`config.mk`:
```
export PLATFORM = sky130hd
export DESIGN_NAME = master_read_interface
export DESIGN_NICKNAME = d
export VERILOG_FILES = /design/src/rtl/axi_lite_pkg.sv /design/src/rtl/axi_lite_timeout.sv /design/src/rtl/master_read_interface.sv
export SDC_FILE = /design/constraint.sdc
export NUM_CORES = 1
export LEC_CHECK = 0
export CAP_MARGIN = 5
export CORE_UTILIZATION = 43
export DETAILED_ROUTE_END_ITERATION = 12
export GPL_ROUTABILITY_DRIVEN = 0
export PLACE_DENSITY = 0.9
export SLEW_MARGIN = 20
export SYNTH_ARGS = -nofsm -noshare
export SYNTH_HDL_FRONTEND = slang
export SYNTH_SLANG_ARGS = --single-unit
```
`constraint.sdc`:
```
create_clock -name ACLK -period 3.91 [get_ports ACLK]
set_clock_uncertainty 0.05 [all_clocks]
set_input_delay 0.9775 -clock ACLK [delete_from_list [all_inputs] [get_ports ACLK]]
set_output_delay 0.9775 -clock ACLK [all_outputs]
set_load 0.01 [all_outputs]
```
`src/rtl/axi_lite_pkg.sv`:
```
// Shared AXI-Lite read-master definitions: FSM state encoding and default bus width.
package axi_lite_pkg;

  localparam int DEFAULT_REG_WIDTH = 32;

  typedef enum logic [1:0] {
    IDLE = 2'd0,
    ADDR = 2'd1,
    DATA = 2'd2
  } state_t;

endpackage

```
`src/rtl/axi_lite_timeout.sv`:
```
// Watchdog for a pending AXI-Lite handshake: counts up while enabled and flags the last allowed cycle.
module axi_lite_timeout #(
  parameter int TIMEOUT_CYCLES = 256
) (
  input  logic clk,
  input  logic rst_n,
  input  logic clear,
  input  logic enable,
  output logic expired
);

  localparam int CNT_W = (TIMEOUT_CYCLES > 2) ? $clog2(TIMEOUT_CYCLES) : 1;

  logic [CNT_W-1:0] count;

  always_ff @(posedge clk or negedge rst_n) begin
    if (!rst_n) begin
      count <= '0;
    end else if (clear) begin
      count <= '0;
    end else if (enable) begin
      count <= count + 1'b1;
    end
  end

  assign expired = enable && (count == CNT_W'(TIMEOUT_CYCLES - 1));

endmodule

```
`src/rtl/master_read_interface.sv`:
```
// Single-outstanding AXI-Lite read master with registered outputs.
// Optional watchdog abort is compiled in with `define MASTER_RD_TIMEOUT_EN.
module master_read_interface
  import axi_lite_pkg::*;
#(
  parameter int REG_WIDTH      = DEFAULT_REG_WIDTH,
  parameter int TIMEOUT_CYCLES = 256
) (
  input  logic                 ACLK,
  input  logic                 ARESETN,
  input  logic                 RD_REQ,
  input  logic [REG_WIDTH-1:0] RD_ADDR,
  output logic                 RD_BUSY,
  output logic                 RD_DONE,
  output logic [REG_WIDTH-1:0] RD_DATA,
  output logic                 RD_ERR,
  output logic [REG_WIDTH-1:0] ARADDR,
  output logic                 ARVALID,
  input  logic                 ARREADY,
  input  logic [REG_WIDTH-1:0] RDATA,
  input  logic                 RVALID,
  output logic                 RREADY
);

  state_t               state, state_next;
  logic                 arvalid_q, arvalid_next;
  logic                 rready_q, rready_next;
  logic [REG_WIDTH-1:0] araddr_q, araddr_next;
  logic [REG_WIDTH-1:0] rd_data_q, rd_data_next;
  logic                 rd_done_q, rd_done_next;
  logic                 busy_q, busy_next;
  logic                 expired;
  logic                 abort;

`ifdef MASTER_RD_TIMEOUT_EN
  logic rd_err_q;

  // Restart the count on every state change so ADDR and DATA each get the full budget.
  axi_lite_timeout #(
    .TIMEOUT_CYCLES(TIMEOUT_CYCLES)
  ) u_timeout (
    .clk    (ACLK),
    .rst_n  (ARESETN),
    .clear  (state_next != state),
    .enable (state != IDLE),
    .expired(expired)
  );

  always_ff @(posedge ACLK or negedge ARESETN) begin
    if (!ARESETN) begin
      rd_err_q <= 1'b0;
    end else begin
      rd_err_q <= abort;
    end
  end

  assign RD_ERR = rd_err_q;
`else
  assign expired = 1'b0;
  assign RD_ERR  = 1'b0;
`endif

  always_ff @(posedge ACLK or negedge ARESETN) begin
    if (!ARESETN) begin
      state     <= IDLE;
      arvalid_q <= 1'b0;
      rready_q  <= 1'b0;
      araddr_q  <= '0;
      rd_data_q <= '0;
      rd_done_q <= 1'b0;
      busy_q    <= 1'b0;
    end else begin
      state     <= state_next;
      arvalid_q <= arvalid_next;
      rready_q  <= rready_next;
      araddr_q  <= araddr_next;
      rd_data_q <= rd_data_next;
      rd_done_q <= rd_done_next;
      busy_q    <= busy_next;
    end
  end

  always_comb begin
    state_next   = state;
    arvalid_next = arvalid_q;
    rready_next  = rready_q;
    araddr_next  = araddr_q;
    rd_data_next = rd_data_q;
    rd_done_next = 1'b0;
    busy_next    = busy_q;
    abort        = 1'b0;

    unique case (state)
      IDLE: begin
        if (RD_REQ) begin
          state_next   = ADDR;
          arvalid_next = 1'b1;
          araddr_next  = RD_ADDR;
          busy_next    = 1'b1;
        end
      end
      ADDR: begin
        // A handshake on the watchdog's last cycle still completes normally.
        if (arvalid_q && ARREADY) begin
          state_next   = DATA;
          arvalid_next = 1'b0;
          rready_next  = 1'b1;
        end else if (expired) begin
          abort = 1'b1;
        end
      end
      DATA: begin
        if (rready_q && RVALID) begin
          state_next   = IDLE;
          rready_next  = 1'b0;
          rd_data_next = RDATA;
          rd_done_next = 1'b1;
          busy_next    = 1'b0;
        end else if (expired) begin
          abort = 1'b1;
        end
      end
      default: begin
        state_next   = IDLE;
        arvalid_next = 1'b0;
        rready_next  = 1'b0;
        busy_next    = 1'b0;
      end
    endcase

    if (abort) begin
      state_next   = IDLE;
      arvalid_next = 1'b0;
      rready_next  = 1'b0;
      rd_data_next = '0;
      rd_done_next = 1'b1;
      busy_next    = 1'b0;
    end
  end

  assign RD_BUSY = busy_q;
  assign RD_DONE = rd_done_q;
  assign RD_DATA = rd_data_q;
  assign ARADDR  = araddr_q;
  assign ARVALID = arvalid_q;
  assign RREADY  = rready_q;

endmodule

```
== Word level (Yosys, flattened, before mapping) ==
Index checks and enable logic that the tools add are counted.

* Flip-flop bits (word level): 70
* Output and inout bits: 69
* Word-level logic and storage cells: 37

* Equal/unequal tests: 5
* Muxes and demuxes: 13
* Bitwise operators: 3
* Reduce and logical (&&, ||, !) cells: 9

{| class="wikitable"
|+ Operators by type and width
! operator !! count
|-
| $reduce_and A3 Y1 || 4
|-
| $pmux W1 S3 || 3
|-
| $mux W1 || 6
|-
| $mux W2 || 3
|-
| $ne A2 B2 Y1 const B || 3
|-
| $pmux W2 S3 || 1
|-
| $reduce_and A2 Y1 || 2
|-
| $not A1 Y1 || 3
|-
| $eq A2 B1 Y1 const B || 1
|-
| $eq A2 B2 Y1 const B || 1
|-
| $logic_and A1 B1 Y1 || 2
|-
| $logic_not A2 Y1 || 1
|}

== Logic depth before layout (Yosys ltp) ==
Gate-level depths: netlist (run 1).

* Depth in word-level cells: 3
* Gate-level depth with buffers: 5
* Mapped depth without buffers: 3

== Least setup slack after synthesis (run 1) ==
OpenSTA, ideal clock, no wires.

* Kind: input-to-reg
* Start point: input RD_REQ
* End point: register araddr_q[16], in the netlist ARADDR[16]
* Library setup time: 125 ps
* Arrival time: 1789 ps
* Required time: 3735 ps
* Setup slack: 1946 ps
* Cell stages on the path: 3
* Path buffers: 1
* Cell sequence: nor3b_4 buf_6 mux2_2

* Cells in the longest elaborated chain, start to end: 1

{| class="wikitable"
|+ Ends and longest elaborated chain
! element !! line !! RTL
|-
| start: declaration || master_read_interface.sv:11 || <nowiki>input logic RD_REQ,</nowiki>
|-
| $reduce_and A2 Y1 (no source line) || -- ||
|-
| end signal: assignment || master_read_interface.sv:76 || <nowiki>araddr_q <= araddr_next;</nowiki>
|-
| end: declaration || master_read_interface.sv:28 || <nowiki>logic [REG_WIDTH-1:0] araddr_q, araddr_next;</nowiki>
|}

Every way passes these cells.
A chain may end at the register's enable or synchronous reset.

== Final worst setup path (run 1) ==
* Start point: register arvalid_q, in the netlist ARVALID
* End point: output ARVALID

{| class="wikitable"
|+ RTL lines
! element !! line !! RTL
|-
| start: declaration || master_read_interface.sv:26 || <nowiki>logic arvalid_q, arvalid_next;</nowiki>
|-
| start signal: assignment || master_read_interface.sv:74 || <nowiki>arvalid_q <= arvalid_next;</nowiki>
|-
| end: declaration || master_read_interface.sv:18 || <nowiki>output logic ARVALID,</nowiki>
|}

No word-level cell between the ends.

==> metrics.txt, run 1 <==
Iteration-0 DRC Markers 32; Clock Latency Late Sink 0.33 ns; crit-path cells clkdlybuf4s50_1; die height 81.1 um; M1 WL 2090 um; root cell of the clock tree clkbuf_8; Max Root-Sink Buffers 2; Synthesis Warnings 0; Clock Pin Slew Worst Setup and Hold Paths 0.07 ns; hpwl dp 4130 um; area grow syn2layout 57.8%; Final period util 0.597; grt ovf 0; CP endpoint kind output port; fmax 0.428 GHz; Post-DP Area 4070 sq um; fin nets 372; fin area 4250 sq um; number of max-cap violations 0; H-tree depth 3; Lkg Pwr 1.83 nW; CTS tree done; WS Path Type reg2out; Routed Antenna Nets 0; Worst EP required 2.88 ns; pin count of the biggest net entering global routing 71; Startpoint Class flop; postcts setup bufs 0; setup violators final 0; PostCTS Resize Cnt 0; via count 1,820; Std-Cell Rows 28; global-route wire length before repair 8860 um; share of cells above drive strength 1 0.245; Critical-path top delay cell clkdlybuf4s50_1; setup ws final 1.58 ns; initial core utilization 0.449; RSZ-0062 raised after global routing no; met3 WL post-DR 606 um; routed length on met2 2840 um; CP bufs+invs 1; Setup Total Neg Slack 0 ns; DR DRC count 0; initial antenna violation count 0; maximum fanout along the worst path 4; minimum clock period 2.33 ns; Hold Fails Final Rpt 0; Die ar. 6580 sq um; vias in the first global route 1,932; worst vdd ir 0.000453 V; syn avg cell area 16.6 sq um; Mapped Area 2690 sq um; antenna cells 0; top cell family by delay on the critical path buffers and inverters; Vias/cell 4.78; drt first pass iters 4; IO buf count 136; Power Density 747 nW/um^2; filler cell count 426; final wirelength 5660 um; status finished, final reports clean; synthesized flop and latch total 70; Routed WL per cell 14.9 um; Crit path arrival time 1.31 ns; max layer used met4; slowest stage delay, CP 0.57 ns; cts bufs inserted 9; GRT Total Usage 0.183; pre-CTS setup slack 1.26 ns; I/O pin count 138; core area 5990 sq um; Seq/Total Area, Yosys 0.651; Slew HR 0.431; Gate Count Post-Synth 162; path type of the worst min-delay path reg2reg; Worst-Margin Slew 0.854 ns; PnR Total Power 3.17 mW; CTS sink count 70; Syn Nets 231; synth unique cells 19; die width 81.1 um; Slew Limit Fails 0; cts hold-fix bufs 0
## final timing paths
check / from / endpoint / slack (ns) / cells after the start
max: ARVALID$_DFFE_PN0P_ / ARVALID / 1.58 / 1
min: ARADDR[1]$_DFFE_PN0P_ / ARADDR[1]$_DFFE_PN0P_ / 0.44 / 1
max reg2reg: state[0]$_DFFE_PN0P_ / RD_DATA[5]$_DFFE_PN0P_ / 2.29 / 3
min reg2reg: ARADDR[1]$_DFFE_PN0P_ / ARADDR[1]$_DFFE_PN0P_ / 0.44 / 1
max in group asynchronous: ARESETN / ARADDR[29]$_DFFE_PN0P_ / 2.46 / 2
min in group asynchronous: ARESETN / ARADDR[16]$_DFFE_PN0P_ / 0.80 / 2
## flip-flops by register name, indices dropped and copies added (netlist names)
name and count:
RD_DONE 1, RD_DATA 32, state 2, ARVALID 1, RREADY 1, ARADDR 32, RD_BUSY 1
## area by class of cell
cell class,instances,area (sq um),share of cell area
clock buffer,13,169,0.0398
sequential,70,1750,0.413
timing repair buffer,139,1380,0.325
clock inverter,1,5.00,0.00118
multi-input combinational,80,836,0.197
inverter,3,11.3,0.00265
tap,75,93.8,0.0221
## synthesized netlist by cell type (all sizes together)
library cell,count,share of area
a2bb2oi,1,0.0033
o22ai,2,0.0047
inv,3,0.0042
mux2,64,0.27
a21o,1,0.0028
conb,1,0.0014
nor3b,1,0.0070
buf,9,0.034
dfrtp,70,0.65
a311oi,1,0.0033
and2,1,0.0023
o21ai,3,0.0056
nand2,2,0.0028
nor2,1,0.0014
nand3,2,0.0084
## report_power, final
group	total (mW)	internal, mW	switching, mW
Sequential	1.26	1.07	0.190
Clock	0.517	0.275	0.242
Combinational	1.39	0.911	0.484
## cell families after synthesis
kind of cell           after synthesis  synth area share
AO/OA/AOI/OAI                        8            0.0195
buffers and inverters               12            0.0381
flip-flops                          70             0.651
multiplexers                        64             0.268
other                                1           0.00139
AND/OR/NAND/NOR                      7            0.0219
## metal layers
metal / up-vias / GRT usage
li1: 842 / -
met1: 883 / 0.195
met2: 84 / 0.307
met3: 11 / 0.0719
met4: 0 / 0.104
met5: - / 0
## stage by stage
stage               instances  utilization  hold WS (ns)
global placement          367        0.680         0.416
global route              381        0.709         0.455
finish                    381        0.709         0.436
floorplan                 162            -         0.468
detailed placement        367        0.680         0.424
CTS                       381        0.709         0.440
## cells in the final DEF (no fill, tap or decap)
cell             Yosys  layout
inv_1                3       3
nor2_1               1       1
a21o_1               1       1
conb_1               1       1
o21ai_0              3       3
clkinv_2             0       1
nor3b_4              1       1
mux2_1               8       8
buf_4                1       3
nand3_1              1       1
clkbuf_1             0       1
buf_2                1       1
nand2_1              2       2
clkdlybuf4s50_1      0     135
clkbuf_8             0      12
a2bb2oi_1            1       1
mux2_2              56      56
a311oi_1             1       1
and2_1               1       1
nand3_4              1       1
o22ai_1              2       2
dfrtp_1             70      70
Note: power is estimated with default switching activity, not from simulation.
==> run 2: changes to the inputs <==
--- a/config.mk
+++ b/config.mk
@@ -6,10 +6,10 @@
 export NUM_CORES = 1
 export LEC_CHECK = 0
 export CAP_MARGIN = 5
-export CORE_UTILIZATION = 43
+export CORE_UTILIZATION = 39
 export DETAILED_ROUTE_END_ITERATION = 12
 export GPL_ROUTABILITY_DRIVEN = 0
-export PLACE_DENSITY = 0.9
+export PLACE_DENSITY = 0.83
 export SLEW_MARGIN = 20
 export SYNTH_ARGS = -nofsm -noshare
 export SYNTH_HDL_FRONTEND = slang
==> constraint.sdc (replaced) <==
create_clock -name ACLK -period 2.4 [get_ports ACLK]
set_clock_uncertainty 0.05 [all_clocks]
set_input_delay 0.6 -clock ACLK [delete_from_list [all_inputs] [get_ports ACLK]]
set_output_delay 0.6 -clock ACLK [all_outputs]
set_load 0.01 [all_outputs]
==> run 2 against run 1 <==
  * Power rose by 67%
  * Die area rose by 10%
  * Sequential share of layout area fell by 0.71 points
  * Critical endpoint unchanged
  * Routed wire length rose by 1.1%
  * Via count fell by 0.33%
  * Highest routed layer unchanged
  * Count of clock-buffer cells in the layout fell by 1
  * Critical path depth did not move
==> metrics.txt, run 2 (same netlist as run 1, synthesis figures left out) <==
status finished, final reports clean; CTS tree done; Post-DP Area 4120 sq um; crit-path cells clkdlybuf4s50_1; share of cells above drive strength 1 0.252; Clock Latency Late Sink 0.33 ns; setup violators final 0; H-tree depth 3; fin area 4320 sq um; vias in the first global route 1,950; Clock Pin Slew Worst Setup and Hold Paths 0.07 ns; IO buf count 136; Hold Fails Final Rpt 0; I/O pin count 138; grt ovf 0; fmax 0.515 GHz; initial antenna violation count 0; RSZ-0062 raised after global routing no; Critical-path top delay cell clkdlybuf4s50_1; pin count of the biggest net entering global routing 71; Routed Antenna Nets 0; root cell of the clock tree clkbuf_8; Slew Limit Fails 0; Crit path arrival time 1.29 ns; Final period util 0.809; CTS sink count 70; reg2reg setup slack 0.85 ns; filler cell count 487; Setup Total Neg Slack 0 ns; Std-Cell Rows 29; Int Pwr 3.78 mW; PnR Total Power 5.30 mW; DR DRC count 0; drt first pass iters 3; CP endpoint kind output port; Routed WL per cell 14.8 um; final wirelength 5730 um; postcts setup bufs 0; Reg power frac 0.388; cts hold-fix bufs 0; Worst EP required 1.75 ns; initial core utilization 0.414; non-filler instance count after layout 386; area grow syn2layout 60.6%; global-route wire length before repair 9290 um; Iteration-0 DRC Markers 47; most frequent cells in the layout clkdlybuf4s50_1, dfrtp_1, mux2_2, clkbuf_8, mux2_1; slowest stage delay, CP 0.57 ns; Sw Share 0.287; register area 1750 sq um; path type of the worst min-delay path in2async; antenna cells 0; Lkg Pwr 1.86 nW; core area 6490 sq um; Power Density 1230 nW/um^2; via count 1,814; Vias/cell 4.70; minimum clock period 1.94 ns; cell total after placement 370; hpwl dp 4240 um; WS Path Type reg2out; Startpoint Class flop; CP bufs+invs 1; maximum fanout along the worst path 4; commonest non-fill, non-tap cell in the layout clkdlybuf4s50_1; combinational power share 0.434; fin nets 373; Net Sw Power 1.52 mW; Multi-input gate area 836 sq um; clock network power share 0.178; top cell family by delay on the critical path buffers and inverters; Max Root-Sink Buffers 2; PostCTS Resize Cnt 0; Die ar. 7230 sq um; die height 85.1 um; number of max-cap violations 0; worst vdd ir 0.000649 V; cts bufs inserted 9; die width 85.1 um; GRT Total Usage 0.170
==> run 2: stage by stage <==
step                      utilization  setup slack (ns)  hold slack (ns)
after global placement          0.634             0.312            0.413
final                           0.665             0.458            0.228
after CTS                       0.665             0.440            0.236
after floorplan                     -             0.814            0.254
after global routing            0.665             0.404            0.246
after detailed placement        0.634             0.259            0.416
==> run 2: layout make-up <==
cell class	count	share of cell area
Timing Repair Buffer	140	0.330
Sequential cell	70	0.406
Inverter	3	0.00261
Clock buffer	12	0.0359
Clock inverter	4	0.0104
Tap cell	77	0.0223
Multi-Input combinational cell	80	0.194
==> run 2: path summary, 6_finish.rpt <==
path | endpoint | startpoint | depth (start not counted)
setup reg to reg | ARADDR[0]$_DFFE_PN0P_ | state[1]$_DFFE_PN0P_ | 3
max in group asynchronous | ARADDR[21]$_DFFE_PN0P_ | ARESETN | 2
hold reg to reg | RD_BUSY$_DFFE_PN0P_ | RD_BUSY$_DFFE_PN0P_ | 1
setup / recovery | ARVALID | ARVALID$_DFFE_PN0P_ | 1
min in group ACLK | RD_BUSY$_DFFE_PN0P_ | RD_BUSY$_DFFE_PN0P_ | 1
hold / removal | ARADDR[4]$_DFFE_PN0P_ | ARESETN | 2
==> run 2: routing by layer <==
layer	vias up	wire length [um]	GRT usage
met3	10	518	0.0749
met5	-	0	0
li1	850	-	-
met1	871	2350	0.196
met2	83	2770	0.280
met4	0	91	0.0647
==> run 2: power by group through the flow <==
stage | logic, mW | clock network [mW] | registers (mW)
floorplan | 0.740 | 0 | 2.28
global placement | 2.28 | 0 | 2.04
detailed placement | 2.33 | 0 | 2.08
CTS | 2.34 | 0.973 | 2.06
global route | 2.44 | 1.04 | 2.13
finish | 2.30 | 0.941 | 2.06
==> run 3: changes to the inputs <==
==> constraint.sdc (replaced) <==
create_clock -name ACLK -period 1.8 [get_ports ACLK]
set_clock_uncertainty 0.05 [all_clocks]
set_input_delay 0.45 -clock ACLK [delete_from_list [all_inputs] [get_ports ACLK]]
set_output_delay 0.45 -clock ACLK [all_outputs]
set_load 0.01 [all_outputs]
==> run 3 against run 2 <==
  * Global-route usage is essentially flat
  * First-iteration DRC count is 13% higher
  * Sequential power up 32%
  * Final cell count is 1.8% higher
  * Register-to-register slack got worse by 0.56 ns
  * Combinational power up 35%
  * Routed wire length down 0.56%
  * Largest cell class unchanged
  * Clock power grew 14%
  * Via count increased by 3.3%
==> metrics.txt, run 3 (same netlist as run 1, synthesis figures left out) <==
status finished, final reports clean; Core Util, Final 0.669; vias in the first global route 2,093; Hold Fails Final Rpt 0; DR DRC count 0; CP bufs+invs 1; path type of the worst min-delay path in2async; Vias/cell 4.77; Crit path arrival time 1.24 ns; Clock Pin Slew Worst Setup and Hold Paths 0.07 ns; number of max-cap violations 0; top cell family by delay on the critical path buffers and inverters; global-route wire length before repair 9560 um; most frequent cells in the layout clkdlybuf4s50_1, dfrtp_1, mux2_2, clkbuf_8; WS Path Type reg2out; Startpoint Class flop; worst vdd ir 0.000863 V; Routed Antenna Nets 0; share of cells above drive strength 1 0.256; antenna cells 0; commonest non-fill, non-tap cell in the layout clkdlybuf4s50_1; Die ar. 7230 sq um; Iteration-0 DRC Markers 53; Power Density 1590 nW/um^2; area grow syn2layout 61.4%; GRT Total Usage 0.171; H-tree depth 3; final wirelength 5700 um; pin count of the biggest net entering global routing 71; die height 85.1 um; CP endpoint kind output port; final hold slack 0.0677 ns; RSZ-0062 raised after global routing no; die width 85.1 um; Routed WL per cell 14.5 um; crit-path cells clkdlybuf4s50_1; root cell of the clock tree clkbuf_8; drt first pass iters 4; grt ovf 0; CTS sink count 70; Slew Limit Fails 0; fin nets 380; cts bufs inserted 9; Lkg Pwr 1.92 nW; minimum clock period 1.74 ns; I/O pin count 138; Final period util 0.968; Worst EP required 1.30 ns; Std-Cell Rows 29; core area 6490 sq um; fmax 0.574 GHz; CTS tree done; cts hold-fix bufs 0; Max Root-Sink Buffers 2; hpwl dp 4110 um; initial core utilization 0.414; IO buf count 136; initial antenna violation count 0; via count 1,873; setup violators final 0; postcts setup bufs 0; maximum fanout along the worst path 2; Clock Latency Late Sink 0.32 ns; Critical-path top delay cell clkdlybuf4s50_1; slowest stage delay, CP 0.56 ns; PostCTS Resize Cnt 0
## run 3: final cells by class
type	count	area [sq um]
clock inverter	1	5.00
tap	77	96.3
sequential	70	1750
fill	480	2150
timing repair buffer	147	1490
clock buffer	15	156
multi-input combinational	80	836
inverter	3	11.3
## run 3: path summary, 6_finish.rpt
| path | from | to | slack [ns] | depth (start not counted) |
|---|---|---|---|---|
| worst min register to register | ARADDR[1]$_DFFE_PN0P_ | ARADDR[1]$_DFFE_PN0P_ | 0.44 | 1 |
| max in group asynchronous | ARESETN | ARADDR[16]$_DFFE_PN0P_ | 1.29 | 2 |
| worst max register to register | state[0]$_DFFE_PN0P_ | ARADDR[0]$_DFFE_PN0P_ | 0.29 | 3 |
| worst max-delay path | RD_DATA[1]$_DFFE_PN0P_ | RD_DATA[1] | 0.06 | 1 |
| min in group ACLK | ARADDR[1]$_DFFE_PN0P_ | ARADDR[1]$_DFFE_PN0P_ | 0.44 | 1 |
| worst min-delay path | ARESETN | RD_DATA[30]$_DFFE_PN0P_ | 0.07 | 2 |
## run 3: layer usage
| metal | track usage | share of wire | vias to the layer above |
|---|---|---|---|
| met5 | 0 | 0 | - |
| met2 | 0.296 | 0.50 | 80 |
| met4 | 0.0647 | 0.013 | 0 |
| li1 | - | - | 859 |
| met3 | 0.0652 | 0.091 | 9 |
| met1 | 0.190 | 0.40 | 925 |
## run 3: worst reg2reg max path, cell delays in order, from the launching register on
cell and delay [ns]:
dfrtp_1 0.48, nor3b_4 0.27, buf_12 0.24, mux2_2 0.36
## run 3: through the flow
step	worst slack (ns)	instance area, sq um	total power, mW	std cells	setup TNS (ns)
finish	0.0567	4340	6.88	393	0
CTS	0.00428	4330	6.98	393	0
floorplan	0.305	2690	4.03	162	0
global placement	-0.121	4170	5.78	377	-5.29
global route	0.00744	4340	7.28	393	0
detailed placement	-0.164	4170	5.88	377	-6.56
## run 3: power breakdown
group	switching, mW	internal [mW]	leakage [nW]
Clock	0.528	0.540	0.0817
Combinational	1.08	2.02	0.976
Sequential	0.395	2.32	0.857
